--- config.mk ---
export PLATFORM = sky130hd
export DESIGN_NAME = lock_key_loader
export DESIGN_NICKNAME = d
export VERILOG_FILES = /design/src/rtl/lock_key_loader.sv
export SDC_FILE = /design/constraint.sdc
export NUM_CORES = 1
export LEC_CHECK = 0
export CAP_MARGIN = 20
export CORE_MARGIN = 10
export CORE_UTILIZATION = 35
export CTS_CLUSTER_DIAMETER = 200
export CTS_CLUSTER_SIZE = 20
export DETAILED_ROUTE_END_ITERATION = 10
export GPL_ROUTABILITY_DRIVEN = 0
export PLACE_DENSITY = 0.61
export SETUP_SLACK_MARGIN = 0.2
export SLEW_MARGIN = 10
export SYNTH_ARGS = -nofsm -noshare
export SYNTH_HDL_FRONTEND = slang
export SYNTH_SLANG_ARGS = --single-unit
--- constraint.sdc ---
create_clock -name clk -period 4.1 [get_ports clk]
set_clock_uncertainty 0.05 [all_clocks]
set_input_delay 0.82 -clock clk [delete_from_list [all_inputs] [get_ports clk]]
set_output_delay 0.82 -clock clk [all_outputs]
set_load 0.02 [all_outputs]
--- src/rtl/lock_key_loader.sv ---
// Serial key-frame loader: shifts KEY_WIDTH bits LSB first plus an even-parity bit,
// commits a verified key in parallel and locks out after MAX_FAIL consecutive failures.
module lock_key_loader #(
  parameter int KEY_WIDTH = 32,
  parameter int MAX_FAIL  = 3,
  parameter int CNT_W     = $clog2(KEY_WIDTH + 1)
) (
  input  logic                 clk,
  input  logic                 rst_n,
  input  logic                 load_start,
  input  logic                 key_sdi,
  input  logic                 key_svalid,
  output logic                 key_sready,
  input  logic                 zeroize,
  output logic [KEY_WIDTH-1:0] key_out,
  output logic                 key_valid,
  output logic                 busy,
  output logic                 load_ok,
  output logic                 load_err,
  output logic                 locked_out
);

  localparam int FAIL_W = (MAX_FAIL < 2) ? 1 : $clog2(MAX_FAIL + 1);

  typedef enum logic [2:0] {
    S_IDLE,
    S_SHIFT,
    S_PARITY,
    S_CHECK,
    S_LOCKOUT
  } state_t;

  state_t                state_reg, state_next;
  logic [KEY_WIDTH-1:0]  shadow_reg, shadow_next;
  logic [CNT_W-1:0]      bit_cnt_reg, bit_cnt_next;
  logic [FAIL_W-1:0]     fail_cnt_reg, fail_cnt_next;
  logic                  pass_reg, pass_next;
  logic [KEY_WIDTH-1:0]  key_out_reg, key_out_next;
  logic                  key_valid_reg, key_valid_next;
  logic                  load_ok_reg, load_ok_next;
  logic                  load_err_reg, load_err_next;

  logic [KEY_WIDTH-1:0]  bit_sel;
  logic                  xfer;
  logic [FAIL_W-1:0]     fail_inc;

  // One-hot decode of the shadow bit addressed by the current bit count.
  generate
    for (genvar gi = 0; gi < KEY_WIDTH; gi++) begin : g_bit_sel
      assign bit_sel[gi] = (bit_cnt_reg == CNT_W'(gi));
    end
  endgenerate

  assign key_sready = (state_reg == S_SHIFT) || (state_reg == S_PARITY);
  assign busy       = (state_reg == S_SHIFT) || (state_reg == S_PARITY) ||
                      (state_reg == S_CHECK);
  assign locked_out = (state_reg == S_LOCKOUT);
  assign key_out    = key_out_reg;
  assign key_valid  = key_valid_reg;
  assign load_ok    = load_ok_reg;
  assign load_err   = load_err_reg;

  assign xfer     = key_svalid & key_sready;
  assign fail_inc = fail_cnt_reg + FAIL_W'(1);

  always_ff @(posedge clk or negedge rst_n) begin
    if (!rst_n) begin
      state_reg     <= S_IDLE;
      shadow_reg    <= '0;
      bit_cnt_reg   <= '0;
      fail_cnt_reg  <= '0;
      pass_reg      <= 1'b0;
      key_out_reg   <= '0;
      key_valid_reg <= 1'b0;
      load_ok_reg   <= 1'b0;
      load_err_reg  <= 1'b0;
    end else begin
      state_reg     <= state_next;
      shadow_reg    <= shadow_next;
      bit_cnt_reg   <= bit_cnt_next;
      fail_cnt_reg  <= fail_cnt_next;
      pass_reg      <= pass_next;
      key_out_reg   <= key_out_next;
      key_valid_reg <= key_valid_next;
      load_ok_reg   <= load_ok_next;
      load_err_reg  <= load_err_next;
    end
  end

  always_comb begin
    state_next     = state_reg;
    shadow_next    = shadow_reg;
    bit_cnt_next   = bit_cnt_reg;
    fail_cnt_next  = fail_cnt_reg;
    pass_next      = pass_reg;
    key_out_next   = key_out_reg;
    key_valid_next = key_valid_reg;
    load_ok_next   = 1'b0;
    load_err_next  = 1'b0;

    // Zeroize outranks everything except the lockout, which only reset can leave.
    if (zeroize && (state_reg != S_LOCKOUT)) begin
      state_next     = S_IDLE;
      shadow_next    = '0;
      bit_cnt_next   = '0;
      key_out_next   = '0;
      key_valid_next = 1'b0;
    end else begin
      case (state_reg)
        S_IDLE: begin
          if (load_start) begin
            state_next     = S_SHIFT;
            shadow_next    = '0;
            bit_cnt_next   = '0;
            key_valid_next = 1'b0;
          end
        end
        S_SHIFT: begin
          if (xfer) begin
            shadow_next  = (shadow_reg & ~bit_sel) | (bit_sel & {KEY_WIDTH{key_sdi}});
            bit_cnt_next = bit_cnt_reg + CNT_W'(1);
            if (bit_cnt_reg == CNT_W'(KEY_WIDTH - 1)) begin
              state_next = S_PARITY;
            end
          end
        end
        S_PARITY: begin
          if (xfer) begin
            pass_next  = (key_sdi == ^shadow_reg);
            state_next = S_CHECK;
          end
        end
        S_CHECK: begin
          if (pass_reg) begin
            key_out_next   = shadow_reg;
            key_valid_next = 1'b1;
            fail_cnt_next  = '0;
            load_ok_next   = 1'b1;
            state_next     = S_IDLE;
          end else begin
            key_out_next   = '0;
            key_valid_next = 1'b0;
            fail_cnt_next  = fail_inc;
            load_err_next  = 1'b1;
            state_next     = (fail_inc == FAIL_W'(MAX_FAIL)) ? S_LOCKOUT : S_IDLE;
          end
        end
        S_LOCKOUT: begin
          key_out_next   = '0;
          key_valid_next = 1'b0;
        end
        default: begin
          state_next = S_IDLE;
        end
      endcase
    end
  end

endmodule

==> reports/summary.txt <==
outcome: completed
RSZ-0062 raised after global routing: false
critical path startpoint category: flop
largest net degree at the start of global routing: 80
gr ovfl total: 0
Async S/R FF share, synth: 100%
TritonCTS clock tree: done
number of synthesized flops with an enable pin: 0
global routing usage on met1: 15.4%
core area: 10400 um2
max-cap violations: 0
via count: 2594
ant diodes: 0
htree depth: 3
Lkg Pwr: 2.13 nW
CP bufs+invs: 1
final hold vios: 0
Clock Sinks: 79
max-slew violation count: 0
most common cell in the netlist: dfrtp_1
wire per inst: 16.3 um
Longest Clk Path Bufs: 2
FF+latch count, synth: 79
ratio of cells with drive above 1 in the final layout: 7.77%
Tmin final: 2840 ps
Avg Inst Size Synth: 10.7 um2
PostCTS Resize Cnt: 0
vias in the first global route: 2620
hold crit path type: in2async
first-pass GRT wire length: 13.9 mm
die area: 15200 um2
critical path class: reg2out
Total Nets Final: 392
crit path max-delay cell type: clkdlybuf4s50_1
drt total wl: 8.51 mm
register area share after synthesis: 53.0%
worst slew pin tran: 644 ps
crit-path leading delay family: buffers and inverters
synth unique cells: 34
slew margin rel.: 57.0%
Pwr per Cell Area: 339 nW/um2
Critical Path RT: 3230 ps
die span in y: 123 um
Inserted Clock Buffers: 9
Reg clk slew, reported paths: 80 ps
top cells by area, synth: dfrtp_1 (53%), mux2i_1 (8.1%), a22o_1 (7.3%), xnor2_1 (6.1%), nor2_1 (5.0%)
largest area contributor in the netlist: dfrtp_1
Mapped Cells: 347
initial core utilization: 36.0%
design area: 4500 um2
# port buffers: 43
mapped cell area: 3730 um2
fmax: 0.352 GHz
initial antenna violation count: 0
Fillers: 1011
Max stage delay on crit path: 650 ps
most used flip-flop cell after synthesis: dfrtp_1
Detailed Place HPWL: 5.56 mm
Finished Layout Cells: 522
Post-Syn Nets: 358
period utilization: 69.4%
post-CTS setup buffers: 0
most used routing layer: met2
Cell Rows: 37
number of hold buffers added after CTS: 0
worst vdd ir: 0.178 mV
total track usage: 11.6%
DRT Pass-1 Iters: 5
setup TNS: 0 ps
Inst Count DP: 505
Cell Chain, Critical Path: nor2_1, and2_1, clkdlybuf4s50_1
element type at the critical path end: primary output
top cell type's share of synthesized area: 53.0%
grt met2 use: 17.8%
vias per cell: 4.97
clk_lat worst skew: 350 ps
PnR Total Power: 1.52 mW
WP data arrival: 1970 ps
initial DRC count: 139
M3 GR Usage: 3.33%
Die Wd: 123 um
Final ANT Viol Nets: 0
Ports: 44
root buffer cell: clkbuf_8
top cells by count, synth: dfrtp_1 (79), nor2_1 (50), nand3_1 (35), a22o_1 (31), mux2i_1 (30)
Area Overhead vs Synth: 20.5%
Setup-failing EPs final: 0
Post-DP Area: 4250 um2
yosys warns: 0
critical path fanouts, max: 10
# DRC: 0
[metrics by stage]
step | setup slack, ps | hold WS (ps) | util, %
after global placement | 1120 | 418 | 41.0
final | 1260 | 399 | 43.4
after floorplan | 2150 | 403 | -
after detailed placement | 1050 | 427 | 41.0
after CTS | 1230 | 445 | 43.2
after global routing | 1100 | 427 | 43.4
[worst paths after layout]
path                            startpoint         endpoint  slack [ps]  cells past startpoint
setup / recovery              state_reg[0]       locked_out        1260                      3
hold / removal                       rst_n       key_out[8]         400                      1
setup reg to reg              state_reg[2]      key_out[14]        1930                      5
hold reg to reg            fail_cnt_reg[1]  fail_cnt_reg[1]         440                      2
max in group asynchronous            rst_n    shadow_reg[1]        3030                      2
min in group clk           fail_cnt_reg[1]  fail_cnt_reg[1]         440                      2
[kinds of logic after synthesis]
group           after synthesis  synth area share (%)
buf+inv                      34                  3.86
xor+xnor                     35                  8.99
mux                          31                  8.35
flops                        79                  53.0
fa+ha+maj                     5                  1.68
simple gates                111                  13.4
compound gates               52                  10.8
[power breakdown]
part           switching [mW]  leakage, nW  internal [mW]
logic                  0.0637        0.930         0.0280
registers             0.00441         1.10          0.781
clock network           0.299        0.107          0.348
total                   0.367         2.13           1.16
[per-layer routing]
| metal | part of all wire [%] | up-vias |
|---|---|---|
| li1 | - | 1262 |
| met1 | 46 | 1278 |
| met2 | 48 | 48 |
| met3 | 5.0 | 6 |
| met4 | 1.2 | 0 |
| met5 | 0 | - |
[cell usage in the layout (no fill, tap or decap), types with 3 or more instances in the layout]
cell type	instances
and3_1	3
ha_1	5
dfrtp_1	79
a21oi_1	4
nand2b_1	3
nand3_1	35
inv_1	8
nand2_1	10
nor2_2	3
xor2_1	6
nand4_1	4
o21ai_0	5
nor2_1	49
buf_4	6
clkdlybuf4s50_1	42
clkbuf_8	9
a22o_1	31
o21ai_1	3
mux2i_1	30
xnor2_1	26
[cell type report]
class	instances	area, um2	area share, %
sequential	79	1980	44.0
multi-input combinational	234	1610	35.8
timing repair buffer	49	485	10.8
tap	136	170	3.79
clock buffer	10	128	2.84
clock inverter	6	93.8	2.09
inverter	8	30.0	0.668
No activity file was read; power rests on OpenSTA's default activity.
